===== src/rtl/nrs_pkg.sv =====
`default_nettype none
// +----------------------------------------------------------------------+
// | Module : nrs_pkg                                                     |
// | Brief  : Shared defaults and FSM encoding for the NRS estimator.     |
// | Rev    : 1.0  initial release                                        |
// +----------------------------------------------------------------------+
package nrs_pkg;

    localparam int c_WIDTH_RE = 16;
    localparam int c_LINES    = 4;
    localparam int c_N_NRS    = 16;

    localparam int c_ST_W = 2;
    localparam logic [c_ST_W-1:0] c_ST_IDLE    = 2'd0;
    localparam logic [c_ST_W-1:0] c_ST_FETCH   = 2'd1;
    localparam logic [c_ST_W-1:0] c_ST_WAIT_RE = 2'd2;
    localparam logic [c_ST_W-1:0] c_ST_ACK     = 2'd3;

endpackage
`default_nettype wire


===== src/rtl/nrs_conj_mult.sv =====
`default_nettype none
// +----------------------------------------------------------------------+
// | Module : nrs_conj_mult                                               |
// | Brief  : y * conj(x) for a QPSK x in {+/-1 +/- j}, halved (>>>1).    |
// | Rev    : 1.0  initial release                                        |
// +----------------------------------------------------------------------+
module nrs_conj_mult
    import nrs_pkg::*;
#(
    parameter int WIDTH = c_WIDTH_RE
) (
    input  logic signed [WIDTH-1:0] i_y_r,
    input  logic signed [WIDTH-1:0] i_y_i,
    input  logic                    i_neg_a,
    input  logic                    i_neg_b,
    output logic signed [WIDTH-1:0] o_z_r,
    output logic signed [WIDTH-1:0] o_z_i
);

    logic signed [WIDTH:0] w_yr_ext;
    logic signed [WIDTH:0] w_yi_ext;
    logic signed [WIDTH:0] w_yr_a;
    logic signed [WIDTH:0] w_yi_a;
    logic signed [WIDTH:0] w_yr_b;
    logic signed [WIDTH:0] w_yi_b;
    logic signed [WIDTH:0] w_sum_r;
    logic signed [WIDTH:0] w_sum_i;

    assign w_yr_ext = {i_y_r[WIDTH-1], i_y_r};
    assign w_yi_ext = {i_y_i[WIDTH-1], i_y_i};

    // a and b are +/-1, so each product is a conditional negation
    assign w_yr_a = i_neg_a ? -w_yr_ext : w_yr_ext;
    assign w_yi_a = i_neg_a ? -w_yi_ext : w_yi_ext;
    assign w_yr_b = i_neg_b ? -w_yr_ext : w_yr_ext;
    assign w_yi_b = i_neg_b ? -w_yi_ext : w_yi_ext;

    assign w_sum_r = w_yr_a + w_yi_b;
    assign w_sum_i = w_yi_a - w_yr_b;

    // dropping bit 0 of the extended sum is an arithmetic shift (floor)
    assign o_z_r = w_sum_r[WIDTH:1];
    assign o_z_i = w_sum_i[WIDTH:1];

endmodule
`default_nettype wire


===== src/rtl/nrs_ls_estimator.sv =====
`default_nettype none
// +----------------------------------------------------------------------+
// | Module : nrs_ls_estimator                                            |
// | Brief  : Per-RE least-squares channel estimate against the NRS set.  |
// | Rev    : 1.0  initial release                                        |
// +----------------------------------------------------------------------+
module nrs_ls_estimator
    import nrs_pkg::*;
#(
    parameter int WIDTH_RE = c_WIDTH_RE,
    parameter int LINES    = c_LINES,
    parameter int N_NRS    = c_N_NRS
) (
    input  logic                       clk,
    input  logic                       rst,
    input  logic                       NRS_gen_ready,
    output logic [LINES-1:0]           rd_addr_est,
    input  logic                       nrs_est_r,
    input  logic                       nrs_est_i,
    input  logic                       re_valid,
    output logic                       re_ready,
    input  logic signed [WIDTH_RE-1:0] re_r,
    input  logic signed [WIDTH_RE-1:0] re_i,
    output logic                       est_valid,
    output logic signed [WIDTH_RE-1:0] est_r,
    output logic signed [WIDTH_RE-1:0] est_i,
    output logic [LINES-1:0]           est_index,
    output logic                       est_ack,
    output logic                       busy
);

    logic [c_ST_W-1:0]          r_state;
    logic [c_ST_W-1:0]          w_state_nxt;
    logic                       r_armed;
    logic [LINES-1:0]           r_k;
    logic                       r_first;
    logic                       r_c_r;
    logic                       r_c_i;
    logic                       r_est_valid;
    logic signed [WIDTH_RE-1:0] r_est_r;
    logic signed [WIDTH_RE-1:0] r_est_i;
    logic [LINES-1:0]           r_est_index;
    logic                       r_est_ack;

    logic                       w_re_ready;
    logic                       w_busy;
    logic                       w_in_ack;
    logic                       w_accept;
    logic                       w_abort;
    logic                       w_last;
    logic                       w_c_r;
    logic                       w_c_i;
    logic signed [WIDTH_RE-1:0] w_z_r;
    logic signed [WIDTH_RE-1:0] w_z_i;

    assign w_last   = (r_k == LINES'(N_NRS - 1));
    assign w_accept = re_valid & w_re_ready;
    assign w_abort  = ((r_state == c_ST_FETCH) || (r_state == c_ST_WAIT_RE)) && !NRS_gen_ready;

    always_ff @(posedge clk) begin
        if (rst) begin
            r_state <= c_ST_IDLE;
        end else begin
            r_state <= w_state_nxt;
        end
    end

    always_comb begin
        w_state_nxt = r_state;
        case (r_state)
            c_ST_IDLE: begin
                if (r_armed && NRS_gen_ready) begin
                    w_state_nxt = c_ST_FETCH;
                end
            end
            c_ST_FETCH: begin
                w_state_nxt = NRS_gen_ready ? c_ST_WAIT_RE : c_ST_IDLE;
            end
            c_ST_WAIT_RE: begin
                if (!NRS_gen_ready) begin
                    w_state_nxt = c_ST_IDLE;
                end else if (re_valid) begin
                    w_state_nxt = w_last ? c_ST_ACK : c_ST_FETCH;
                end
            end
            c_ST_ACK: begin
                w_state_nxt = c_ST_IDLE;
            end
            default: begin
                w_state_nxt = c_ST_IDLE;
            end
        endcase
    end

    always_comb begin
        w_re_ready = 1'b0;
        w_busy     = 1'b1;
        w_in_ack   = 1'b0;
        case (r_state)
            c_ST_IDLE:    w_busy     = 1'b0;
            c_ST_WAIT_RE: w_re_ready = NRS_gen_ready;
            c_ST_ACK:     w_in_ack   = 1'b1;
            default:      w_busy     = 1'b1;
        endcase
    end

    // Registered NRS read lands in the first WAIT_RE cycle; use it directly there
    assign w_c_r = r_first ? nrs_est_r : r_c_r;
    assign w_c_i = r_first ? nrs_est_i : r_c_i;

    nrs_conj_mult #(
        .WIDTH (WIDTH_RE)
    ) u_conj_mult (
        .i_y_r   (re_r),
        .i_y_i   (re_i),
        .i_neg_a (w_c_r),
        .i_neg_b (w_c_i),
        .o_z_r   (w_z_r),
        .o_z_i   (w_z_i)
    );

    always_ff @(posedge clk) begin
        if (rst) begin
            r_armed     <= 1'b1;
            r_k         <= '0;
            r_first     <= 1'b0;
            r_c_r       <= 1'b0;
            r_c_i       <= 1'b0;
            r_est_valid <= 1'b0;
            r_est_r     <= '0;
            r_est_i     <= '0;
            r_est_index <= '0;
            r_est_ack   <= 1'b0;
        end else begin
            r_est_valid <= w_accept;
            r_est_ack   <= w_in_ack;
            r_first     <= (r_state == c_ST_FETCH);
            if (r_first) begin
                r_c_r <= nrs_est_r;
                r_c_i <= nrs_est_i;
            end
            if (w_in_ack) begin
                r_armed <= 1'b0;
            end else if (!NRS_gen_ready) begin
                r_armed <= 1'b1;
            end
            // k wraps to zero after the last RE, ready for the next subframe
            if (w_accept) begin
                r_est_r     <= w_z_r;
                r_est_i     <= w_z_i;
                r_est_index <= r_k;
                r_k         <= r_k + 1'b1;
            end else if ((r_state == c_ST_IDLE) || w_abort) begin
                r_k <= '0;
            end
        end
    end

    assign rd_addr_est = r_k;
    assign re_ready    = w_re_ready;
    assign busy        = w_busy;
    assign est_valid   = r_est_valid;
    assign est_r       = r_est_r;
    assign est_i       = r_est_i;
    assign est_index   = r_est_index;
    assign est_ack     = r_est_ack;

endmodule
`default_nettype wire


===== config.mk =====
export PLATFORM = sky130hd
export DESIGN_NAME = nrs_ls_estimator
export DESIGN_NICKNAME = d
export VERILOG_FILES = /design/src/rtl/nrs_pkg.sv /design/src/rtl/nrs_conj_mult.sv /design/src/rtl/nrs_ls_estimator.sv
export SDC_FILE = /design/constraint.sdc
export NUM_CORES = 1
export LEC_CHECK = 0
export ABC_CLOCK_PERIOD_IN_PS = 5200
export CELL_PAD_IN_SITES_DETAIL_PLACEMENT = 1
export CELL_PAD_IN_SITES_GLOBAL_PLACEMENT = 1
export CORE_AREA = 2 2 105 107
export CTS_BUF_LIST = sky130_fd_sc_hd__clkbuf_2 sky130_fd_sc_hd__clkbuf_4 sky130_fd_sc_hd__clkbuf_8
export CTS_CLUSTER_DIAMETER = 50
export CTS_CLUSTER_SIZE = 24
export DETAILED_ROUTE_END_ITERATION = 10
export DIE_AREA = 0 0 107 109
export GPL_ROUTABILITY_DRIVEN = 0
export PLACE_DENSITY = 0.84
export SKIP_CTS_REPAIR_TIMING = 1
export SYNTH_ARGS = -nofsm -noshare
export SYNTH_HDL_FRONTEND = slang
export SYNTH_SLANG_ARGS = --single-unit

===== constraint.sdc =====
create_clock -name clk -period 5.2 [get_ports clk]
set_input_delay 0.52 -clock clk [delete_from_list [all_inputs] [get_ports clk]]
set_output_delay 0.52 -clock clk [all_outputs]
set_load 0.02 [all_outputs]

Word level (Yosys, flattened, before mapping)
Cells that the tools add are included.
{ "classes": {"n_addsub": 5, "eq_ne": 7, "muxes": 19, "bitwise": 1, "n_reduce_logical": 8} }
{ "op_table": {"columns": ["cell", "n"], "rows": [
  ["$mux 17", 4],
  ["$neg 16->17", 2],
  ["$add 17x17->17", 1],
  ["$sub 17x17->17", 1],
  ["$mux 2", 5],
  ["$mux 4", 2],
  ["$pmux 2 s4", 1],
  ["$mux 1", 7],
  ["$add 4x1->4 const B", 1],
  ["$eq 2x2->1 const B", 2],
  ["$eq 4x4->1 const B", 1],
  ["$ne 3x3->1 const B", 1],
  ["$eq 2x1->1 const B", 1],
  ["$logic_and 1x1->1", 2],
  ["$logic_not 2->1", 1],
  ["$logic_or 1x1->1", 2],
  ["$ne 2x1->1 const B", 1],
  ["$ne 2x2->1 const B", 1],
  ["$reduce_and 2->1", 1],
  ["$reduce_bool 2->1", 1],
  ["$and 1x1->1", 1],
  ["$logic_not 1->1", 1]
]} }
{ "totals": {"reg_bits": 48, "input_bits": 38, "output_inout_bits": 44, "word_cells": 51} }

Longest topological paths before layout
{ "depth": {"depth_word": 6, "mapped_depth": 16, "ltp_nobuf": 16} }

Hierarchy
Synthesis repeated with hierarchy kept, for this count alone.
{ "hier_totals": {"cells_unflattened": 588, "area_unflattened_um2": 4403.0} }
{ "by_module_without_submodules": {"columns": ["mod", "instances", "cells_per_inst", "area_each_um2", "seq_area_each_um2"], "rows": [
  ["nrs_conj_mult", 1, 370, 2568.7, 0.0],
  ["nrs_ls_estimator", 1, 218, 1834.3, 960.9]
]} }

Worst setup path before layout
Ideal clock, no wire load.
{ "synth_timing": {"path_kind": "input port to flip-flop", "from": "in re_r[1]", "to": "reg r_est_r[14] (netlist: est_r[14])", "setup_ns": 0.117, "t_arrival_ns": 3.448, "path_slack_ns": 1.635, "stages": 15, "path_buffers": 0, "cell_sequence": "inv_1 > ha_1 > or3b_4 > or3_4 > or3_4 > nand2_1 > xnor2_1 > ha_1 > nand3_1 > nor2b_1 > a2111oi_0 > o31ai_1 > a31oi_1 > xnor2_1 > a22o_1"} }
{ "synth_between": {"elab_chain_cells": 3} }
{ "synth_lines": {"columns": ["item", "line_no", "rtl"], "rows": [
  ["from (decl)", "nrs_ls_estimator.sv:22", "input logic signed [WIDTH_RE-1:0] re_r,"],
  ["$neg 16->17", "nrs_conj_mult.sv:33", "assign w_yr_a = i_neg_a ? -w_yr_ext : w_yr_ext;"],
  ["$mux 17 *", "nrs_conj_mult.sv:33", null],
  ["$add 17x17->17 *", "nrs_conj_mult.sv:38", "assign w_sum_r = w_yr_a + w_yi_b;"],
  ["to (signal assigned)", "nrs_ls_estimator.sv:149", "r_est_r <= w_z_r;"],
  ["to (decl)", "nrs_ls_estimator.sv:40", "logic signed [WIDTH_RE-1:0] r_est_r;"]
]} }
Every way passes the cells marked *; elsewhere a longest branch is shown, timed or not.
A chain may end at the register's enable or synchronous reset.

Worst setup path in the final report
{ "layout_timing": {"from": "in re_i[0]", "to": "reg r_est_r[14] (netlist: est_r[14])"} }
{ "layout_between": {"elab_chain_cells": 3} }
{ "layout_lines": {"columns": ["item", "line_no", "rtl"], "rows": [
  ["from (decl)", "nrs_ls_estimator.sv:23", "input logic signed [WIDTH_RE-1:0] re_i,"],
  ["$neg 16->17", "nrs_conj_mult.sv:36", "assign w_yi_b = i_neg_b ? -w_yi_ext : w_yi_ext;"],
  ["$mux 17 *", "nrs_conj_mult.sv:36", null],
  ["$add 17x17->17 *", "nrs_conj_mult.sv:38", null]
]} }
Marks and branches as above.

==> results.txt <==
Outcome -> finished, final reports clean
Pre-Repair DR Iteration Count -> 4
Max cap viols -> 0
Final Power -> 1.367 mW
Setup Skew -> 9.852 ps
Die H -> 109 um
Period utilization -> 81.78%
#FFs+latches synth -> 48
CP max FO -> 6
Worst-Margin Slew -> 669.2 ps
Min-Delay Path Class -> flip-flop to flip-flop
Critical path's largest stage delay -> 570 ps
CTS max path bufs -> 2
CP endpoint kind -> flip-flop
Total congestion overflow -> 0
Slew headroom -> 55.28%
Leakage -> 2.114 nW
Setup Viol. Count Final -> 0
Worst Hold End -> est_index[0]
CTS HTree Levels -> 2
Reg2Reg Setup Slack -> 1380 ps
Netlist cell types -> 56
# rows -> 38
Post-synth top cells -> nand2_1, nor2_1, dfxtp_1
Wire per inst -> 16.72 um
DP Wirelength -> 10.66 mm
Minimum clock period -> 4253 ps
Syn_nets -> 655
Core area -> 0.01060 mm^2
Initial Utilization -> 40.56%
Hold Startpoint -> est_index[0]
Clk sinks -> 48
Final Net Count -> 728
Post-synth top flop -> dfxtp_1
Critical R2R Launch -> r_first
Max frequency -> 235.2 MHz
R2R depth -> 12
Area contributors post-synth -> dfxtp_1, ha_1, nand2_1, xnor2_1, xor2_1
Syn avg cell area -> 7.440 um^2
Number of global-route vias before repair -> 4354
Crit path kind -> primary input to flip-flop
Diodes inserted -> 0
Number of synthesized flops with an enable pin -> 0
Final WL -> 13.24 mm
Hold Vio Cnt, Final -> 0
DRC Markers -> 0
Die ar. -> 0.01166 mm^2
Synthesized netlist cell count -> 578
Reg-to-Reg End -> est_i[11]
Worst hold stages -> 2
Input/output buffers -> 81
GRT Total Usage -> 22.83%
Layout cell share with drive strength beyond 1 -> 3.528%
Synth warn -> 0
Crit path cell chain -> clkdlybuf4s50_1 -> inv_1 -> ha_1 -> nor3b_1 -> nand2_1 -> or4_1 -> nand2_1 -> xnor2_1 -> ha_1 -> nand3_1 -> nor2b_1 -> a2111oi_0 -> o31ai_1 -> a31oi_1 -> xnor2_1 -> a22o_1
Root Driver -> clkbuf_8
Via/cell ratio -> 5.489
CTS buffer count -> 5
Filler Cells Inserted -> 1330
Antenna violations before repair -> 0
Worst VDD drop -> 0.1313 mV
Hold_ws -> 459.5 ps
Setup_tns -> 0 ps
Worst EP arrival -> 4470 ps
Sequential-to-total area share from yosys stat -> 22.35%
RSZ-0062 raised after global routing -> no
Async set-reset flop share out of synthesis -> 0%
Crit-path slowest cell -> nor3b_1
Slew Limit Fails -> 0
Cell Area, Synth -> 0.004300 mm^2
Top cell type's share of synthesized area -> 22.35%
Synth area leader -> dfxtp_1
Count leader, synth -> nand2_1
TritonCTS clock tree -> yes
Largest net degree at the start of global routing -> 46
Pwr/cell area -> 254.1 mW/mm^2
Clk_lat worst skew -> 310 ps
Clock transition at path regs -> 100 ps
I/O Pins -> 82
First-pass GRT wire length -> 21.19 mm
Routed Antenna Nets -> 0
Iteration-0 DRC Markers -> 134
Req. time, crit path -> 5410 ps
Nature of the critical path startpoint -> primary input
Routed via count -> 4347
Die width -> 107 um
P&R area growth vs syn -> 25.05%
==> how the worst max path moves through the flow <==
stage                        from        end  slack (ps)  depth (start not counted)
after detailed placement  re_i[0]  est_r[14]         690                         16
after global routing      re_i[0]  est_r[14]         410                         16
after CTS                 re_i[0]  est_r[14]        1020                         16
after global placement    re_i[0]  est_r[14]         890                         16
after floorplan           re_r[1]  est_r[14]        1640                         15
final                     re_i[0]  est_r[14]         950                         16
==> power by group <==
part           leakage (nW)  switching [mW]  internal, mW
logic                  1.67           0.403         0.292
registers             0.387         0.00426         0.372
clock network        0.0614           0.138         0.158
total                  2.11           0.545         0.821
==> through the flow <==
step	setup WS [ps]	cell area, um^2	utilization, %	std cells
2_1_floorplan	1635	4300	-	578
3_3_place_gp	892.3	5256	49.58	784
3_5_place_dp	686.7	5256	49.58	784
4_1_cts	1019	5378	50.72	792
5_1_grt	407.0	5378	50.72	792
6_report	947.4	5378	50.72	792
==> cell usage in the layout (no fill, tap or decap), drive strengths merged, types with 3 or more instances in the layout <==
cell and n:
nand3 15, clkdlybuf4s50 81, inv 14, nand2 95, mux2i 3, a2111oi 3, or3 9, a31oi 6
nand4 6, o21a 3, nor4 5, a21o 14, clkbuf 6, nor2 59, a21oi 46, o21ai 25
xor2 37, xnor2 40, or4 5, nor3 13, a21boi 3, and3 7, dfxtp 48, a211oi 6
nor4b 3, and2 6, ha 37, a22o 5, nor2b 8, nand2b 5, nor3b 3, buf 7
==> critical path, delay by kind of cell <==
kind / cells / cell delay [ps]
xor gates and xnor gates: 2 / 150
and+or+nand+nor: 6 / 1580
AOI/OAI and AO/OA: 4 / 1050
buffers and inverters: 2 / 590
adders and majority gates: 2 / 560
==> area by class of cell <==
class	instances	area (um^2)	area share, %
Sequential cell	48	960.9	17.87
Clock inverter	2	38.79	0.7213
Inverter	14	52.55	0.9772
Multi-Input combinational cell	494	3204	59.59
Tap cell	140	175.2	3.257
Clock buffer	6	82.58	1.536
Timing Repair Buffer	88	863.3	16.05
==> cell families after synthesis <==
| kind of cell | share of synthesized area [%] |
|---|---|
| flops | 22.35 |
| buf+inv | 3.142 |
| compound gates | 19.44 |
| fa+ha+maj | 11.70 |
| mux | 1.222 |
| xor+xnor | 15.86 |
| simple gates | 26.30 |
==> sequential cells by signal, summed over array words and instances, names as in the netlist <==
name,count
rd_addr_est,4
r_state,2
est_i,16
r_c_i,1
est_valid,1
est_ack,1
r_c_r,1
est_r,16
r_first,1
r_armed,1
est_index,4
==> layer usage <==
layer	track usage, %	share of wire [%]	vias up
met4	7.699	2.0	0
met5	0	0	-
met2	38.67	47	118
met1	30.42	47	2054
li1	-	-	2158
met3	2.331	3.4	17
Power figures use the tool's default switching activity.
==> edit 1: new RTL, same flow settings <==
The package constant `c_LINES` goes from 4 to 8.
--- a/src/rtl/nrs_pkg.sv
+++ b/src/rtl/nrs_pkg.sv
@@ -7,7 +7,7 @@
 package nrs_pkg;
 
     localparam int c_WIDTH_RE = 16;
-    localparam int c_LINES    = 4;
+    localparam int c_LINES    = 8;
     localparam int c_N_NRS    = 16;
 
     localparam int c_ST_W = 2;
Interface: changed (resized est_index and rd_addr_est); port bits go from 82 to 90. No check against the original RTL was run, so the function may have changed too.
==> edit 1 against the original RTL <==
Die area unchanged. Cell area up 7.6%. Maximum frequency up 7.4%. Hold slack better by 2.8 ps. Total power up 6.3%. Global-route usage up 1.8 points. Sequential power up 16%. Worst setup slack better by 290 ps. Via count up 7.1%. Wire length up 7.1%. Sequential cell count up 8. Area after synthesis up 8.6%. Critical path type unchanged.
==> edit 1: results (changes against the original RTL) <==
max_stage_delay_ps: 520  # was 570 ps
internal_power_w: 0.000889  # was 0.000821 W
grt_pass1_vias: 4847  # was 4,354
grtUsageTotal: 0.246  # was 0.228
wl_met2_mm: 7.19  # was 6.25 mm
outcome: "finished clean"  # unchanged
synth_adder_area_share: 0.108  # was 0.117
placedCellCount: 820  # was 784
switching_power_w: 0.000564  # was 0.000545 W
synth.area.mux_share: 0.0155  # was 0.0122
grt_max_degree: 53  # was 46
inv_count: 16  # was 14
rrSetupSlack_ps: 1500  # was 1380 ps
startpoint: "re_r[2]"  # was re_i[0]
reg2reg_depth: 11  # was 12
critPathArrivalTime_ps: 4180  # was 4470 ps
vias_per_cell: 5.62  # was 5.49
synth_compound_area_frac: 0.207  # was 0.194
first_iter_violations: 184  # was 134
multiInputCombCellCount: 514  # was 494
seqCellArea_sq_um: 1120  # was 961 sq um
cp_top_family: "compound AO/OA/AOI/OAI gates"  # was simple AND/OR/NAND/NOR gates
seq_power_share: 0.301  # was 0.275
cp_slowest_cell: "clkdlybuf4s50_1"  # was nor3b_1
worst_slack_ps: 1240  # was 947 ps
tightestPinTransition_ps: 955  # was 669 ps
clkCellAreaFrac: 0.0199  # was 0.0226
p_leak_nw: 2.30  # was 2.11 nW
fin_cells: 828  # was 792
ir_drop_v: 0.000139  # was 0.000131 V
wl_met3_um: 433  # was 455 um
synth_area_leaders: "dfxtp_1 24%, ha_1 9.9%, xnor2_1 8.1%"  # was dfxtp_1 22%, ha_1 11%, nand2_1 8.3%
synthesis.nets: 689  # was 655
skew_ps: 7.62  # was 9.85 ps
ys_ff_latch: 56  # was 48
drt_wl_total_mm: 14.2  # was 13.2 mm
met3_usage: 0.0251  # was 0.0233
nonClkBufAreaFrac: 0.160  # was 0.161
grt_util_met2: 0.461  # was 0.387
[edit 1: how the worst min path moves through the flow]
stage	start	endpoint	slack, ps	depth (start not counted)
final	est_i[9]$_SDFFE_PP0P_	est_i[9]$_SDFFE_PP0P_	460	2
after global routing	est_i[13]$_SDFFE_PP0P_	est_i[13]$_SDFFE_PP0P_	480	2
after global placement	est_index[5]$_SDFFE_PP0P_	est_index[5]$_SDFFE_PP0P_	440	2
after detailed placement	est_r[6]$_SDFFE_PP0P_	est_r[6]$_SDFFE_PP0P_	450	2
after CTS	est_r[6]$_SDFFE_PP0P_	est_r[6]$_SDFFE_PP0P_	460	2
after floorplan	r_armed$_SDFFE_PP1P_	r_armed$_SDFFE_PP1P_	480	2
[edit 1: cells by family after synthesis]
logic type / count (synthesis)
xor+xnor: 82
compound gates: 148
mux: 7
buf+inv: 42
simple gates: 238
fa+ha+maj: 39
flops: 56
==> edit 2: new RTL, same flow settings <==
Made on the original files. Reset style: asynchronous (`rst`), changed in 2 clocked blocks.
--- a/src/rtl/nrs_ls_estimator.sv
+++ b/src/rtl/nrs_ls_estimator.sv
@@ -57,7 +57,7 @@
     assign w_accept = re_valid & w_re_ready;
     assign w_abort  = ((r_state == c_ST_FETCH) || (r_state == c_ST_WAIT_RE)) && !NRS_gen_ready;
 
-    always_ff @(posedge clk) begin
+    always_ff @(posedge clk or posedge rst) begin
         if (rst) begin
             r_state <= c_ST_IDLE;
         end else begin
@@ -119,7 +119,7 @@
         .o_z_i   (w_z_i)
     );
 
-    always_ff @(posedge clk) begin
+    always_ff @(posedge clk or posedge rst) begin
         if (rst) begin
             r_armed     <= 1'b1;
             r_k         <= '0;
Check against the original RTL: differs if rst is asserted again (counterexample within 4 cycles, from zero or initial values and one cycle with rst high); with rst held inactive, the same outputs for 10 cycles.
==> edit 2 against the original RTL <==
Non-clock buffer count fell by 2. Worst setup slack improved by 150 ps. First-iteration DRC count is 3.7% higher. Register-to-register slack gained 150 ps. Maximum frequency is 3.7% higher. Cell area increased by 1.7%. Utilization grew 0.89 points. Area after synthesis up 3.1%. Via count fell by 3.1%. Sequential cell count unchanged. Wire length decreased by 1.6%.
Power is left out: it rests on default switching activity, and per cell area and clock period it moved more than threefold.
==> edit 2: results (changes against the original RTL) <==
placed_cell_area_sq_um: 5370  # was 5260 sq um
ys_types: 58  # was 56
rrSetupSlack_ps: 1530  # was 1380 ps
outcome: "finished clean"  # unchanged
hold_ws_ps: 487  # was 460 ps
grtUsageTotal: 0.233  # was 0.228
ys_async_sr_fraction: 1.00  # was 0
nNetsFinal: 710  # was 728
h-tree-depth: 2  # unchanged
first_iter_violations: 139  # was 134
skew_ps: 15.2  # was 9.85 ps
slew_headroom: 0.325  # was 0.553
hold_start: "est_index[0]$_DFFE_PP0P_"  # was est_index[0]$_SDFFE_PP0P_
grt_max_degree: 67  # was 46
synth_area_leaders: "dfrtp_1 27%, ha_1 10%, xnor2_1 8.5%"  # was dfxtp_1 22%, ha_1 11%, nand2_1 8.3%
drive_gt1_frac: 0.0410  # was 0.0353
hold_path_end: "est_index[0]$_DFFE_PP0P_"  # was est_index[0]$_SDFFE_PP0P_
grt_pass1_vias: 4372  # was 4,354
drt_wl_total_mm: 13.0  # was 13.2 mm
n_fill_cell: 1321  # was 1,330
r2r-end: "est_r[13]$_DFFE_PP0P_"  # was est_i[11]$_SDFFE_PP0P_
syn_avg_cell_area_sq_um: 7.97  # was 7.44 sq um
hpwl_mm: 10.6  # was 10.7 mm
synthesis.nets: 633  # was 655
worstPathMaxFanout: 5  # was 6
yosysSeqAreaShare: 0.271  # was 0.223
cp_top_family: "simple AND/OR/NAND/NOR gates"  # unchanged
grt_pass1_wl_mm: 21.4  # was 21.2 mm
cp_slowest_cell: "or4_1"  # was nor3b_1
fin_cells: 774  # was 792
synth.top_cells.by_count: "88 x nand2_1, 56 x nor2_1, 48 x o21ai_0, 47 x dfrtp_1, 43 x xnor2_1"  # was 95 x nand2_1, 59 x nor2_1, 48 x dfxtp_1, 46 x a21oi_1, 39 x xnor2_1
synth_ff_type: "dfrtp_1"  # was dfxtp_1
r2r-start: "r_first$_DFF_PP0_"  # was r_first$_SDFF_PP0_
max_stage_delay_ps: 620  # was 570 ps
vias: 4212  # was 4,347
-- edit 2: metrics by stage --
step	setup slack [ps]	utilization
4_1_cts	1140	0.516
5_1_grt	870	0.516
3_5_place_dp	801	0.507
6_report	1100	0.516
3_3_place_gp	999	0.507
2_1_floorplan	1780	-
-- edit 2: logic make-up (layout without fill, tap and decap cells) --
logic type | Yosys count | count (layout) | share of synthesized area
XOR/XNOR | 84 | 84 | 0.166
multiplexers | 3 | 3 | 0.00706
buffers and inverters | 37 | 115 | 0.0370
AND/OR/NAND/NOR | 202 | 202 | 0.209
AO/OA/AOI/OAI | 143 | 143 | 0.196
flip-flops | 48 | 48 | 0.271
adder cells (fa/ha/maj) | 39 | 39 | 0.113
-- edit 2: worst max path at each step --
stage	start	to	slack (ps)
finish	re_i[2]	est_r[13]$_DFFE_PP0P_	1100
detailed placement	re_i[2]	est_r[13]$_DFFE_PP0P_	800
global placement	re_i[2]	est_r[15]$_DFFE_PP0P_	1000
floorplan	nrs_est_r	est_i[15]$_DFFE_PP0P_	1780
CTS	re_i[2]	est_r[13]$_DFFE_PP0P_	1140
global route	re_i[2]	est_r[13]$_DFFE_PP0P_	870
-- edit 2: area by class of cell --
class	instances	area, sq um	share of cell area
Multi-Input combinational cell	471	3070	0.561
Sequential cell	48	1200	0.220
Timing Repair Buffer	86	848	0.155
Tap cell	140	175	0.0320
Clock buffer	6	82.6	0.0151
Inverter	21	78.8	0.0144
Clock inverter	2	15.0	0.00274
-- edit 2: routing by layer --
layer  vias up  wire length (um)  global-route usage
met2        95              6160               0.397
met1      2018              6150               0.312
met5         -                 0                   0
li1       2081                 -                   -
met3        18               447              0.0191
met4         0               281              0.0816
-- edit 2: worst min-delay path, stage by stage (launching register included) --
cell	delay [ps]
dfrtp_1	350
nand2_1	50
nand2_1	60
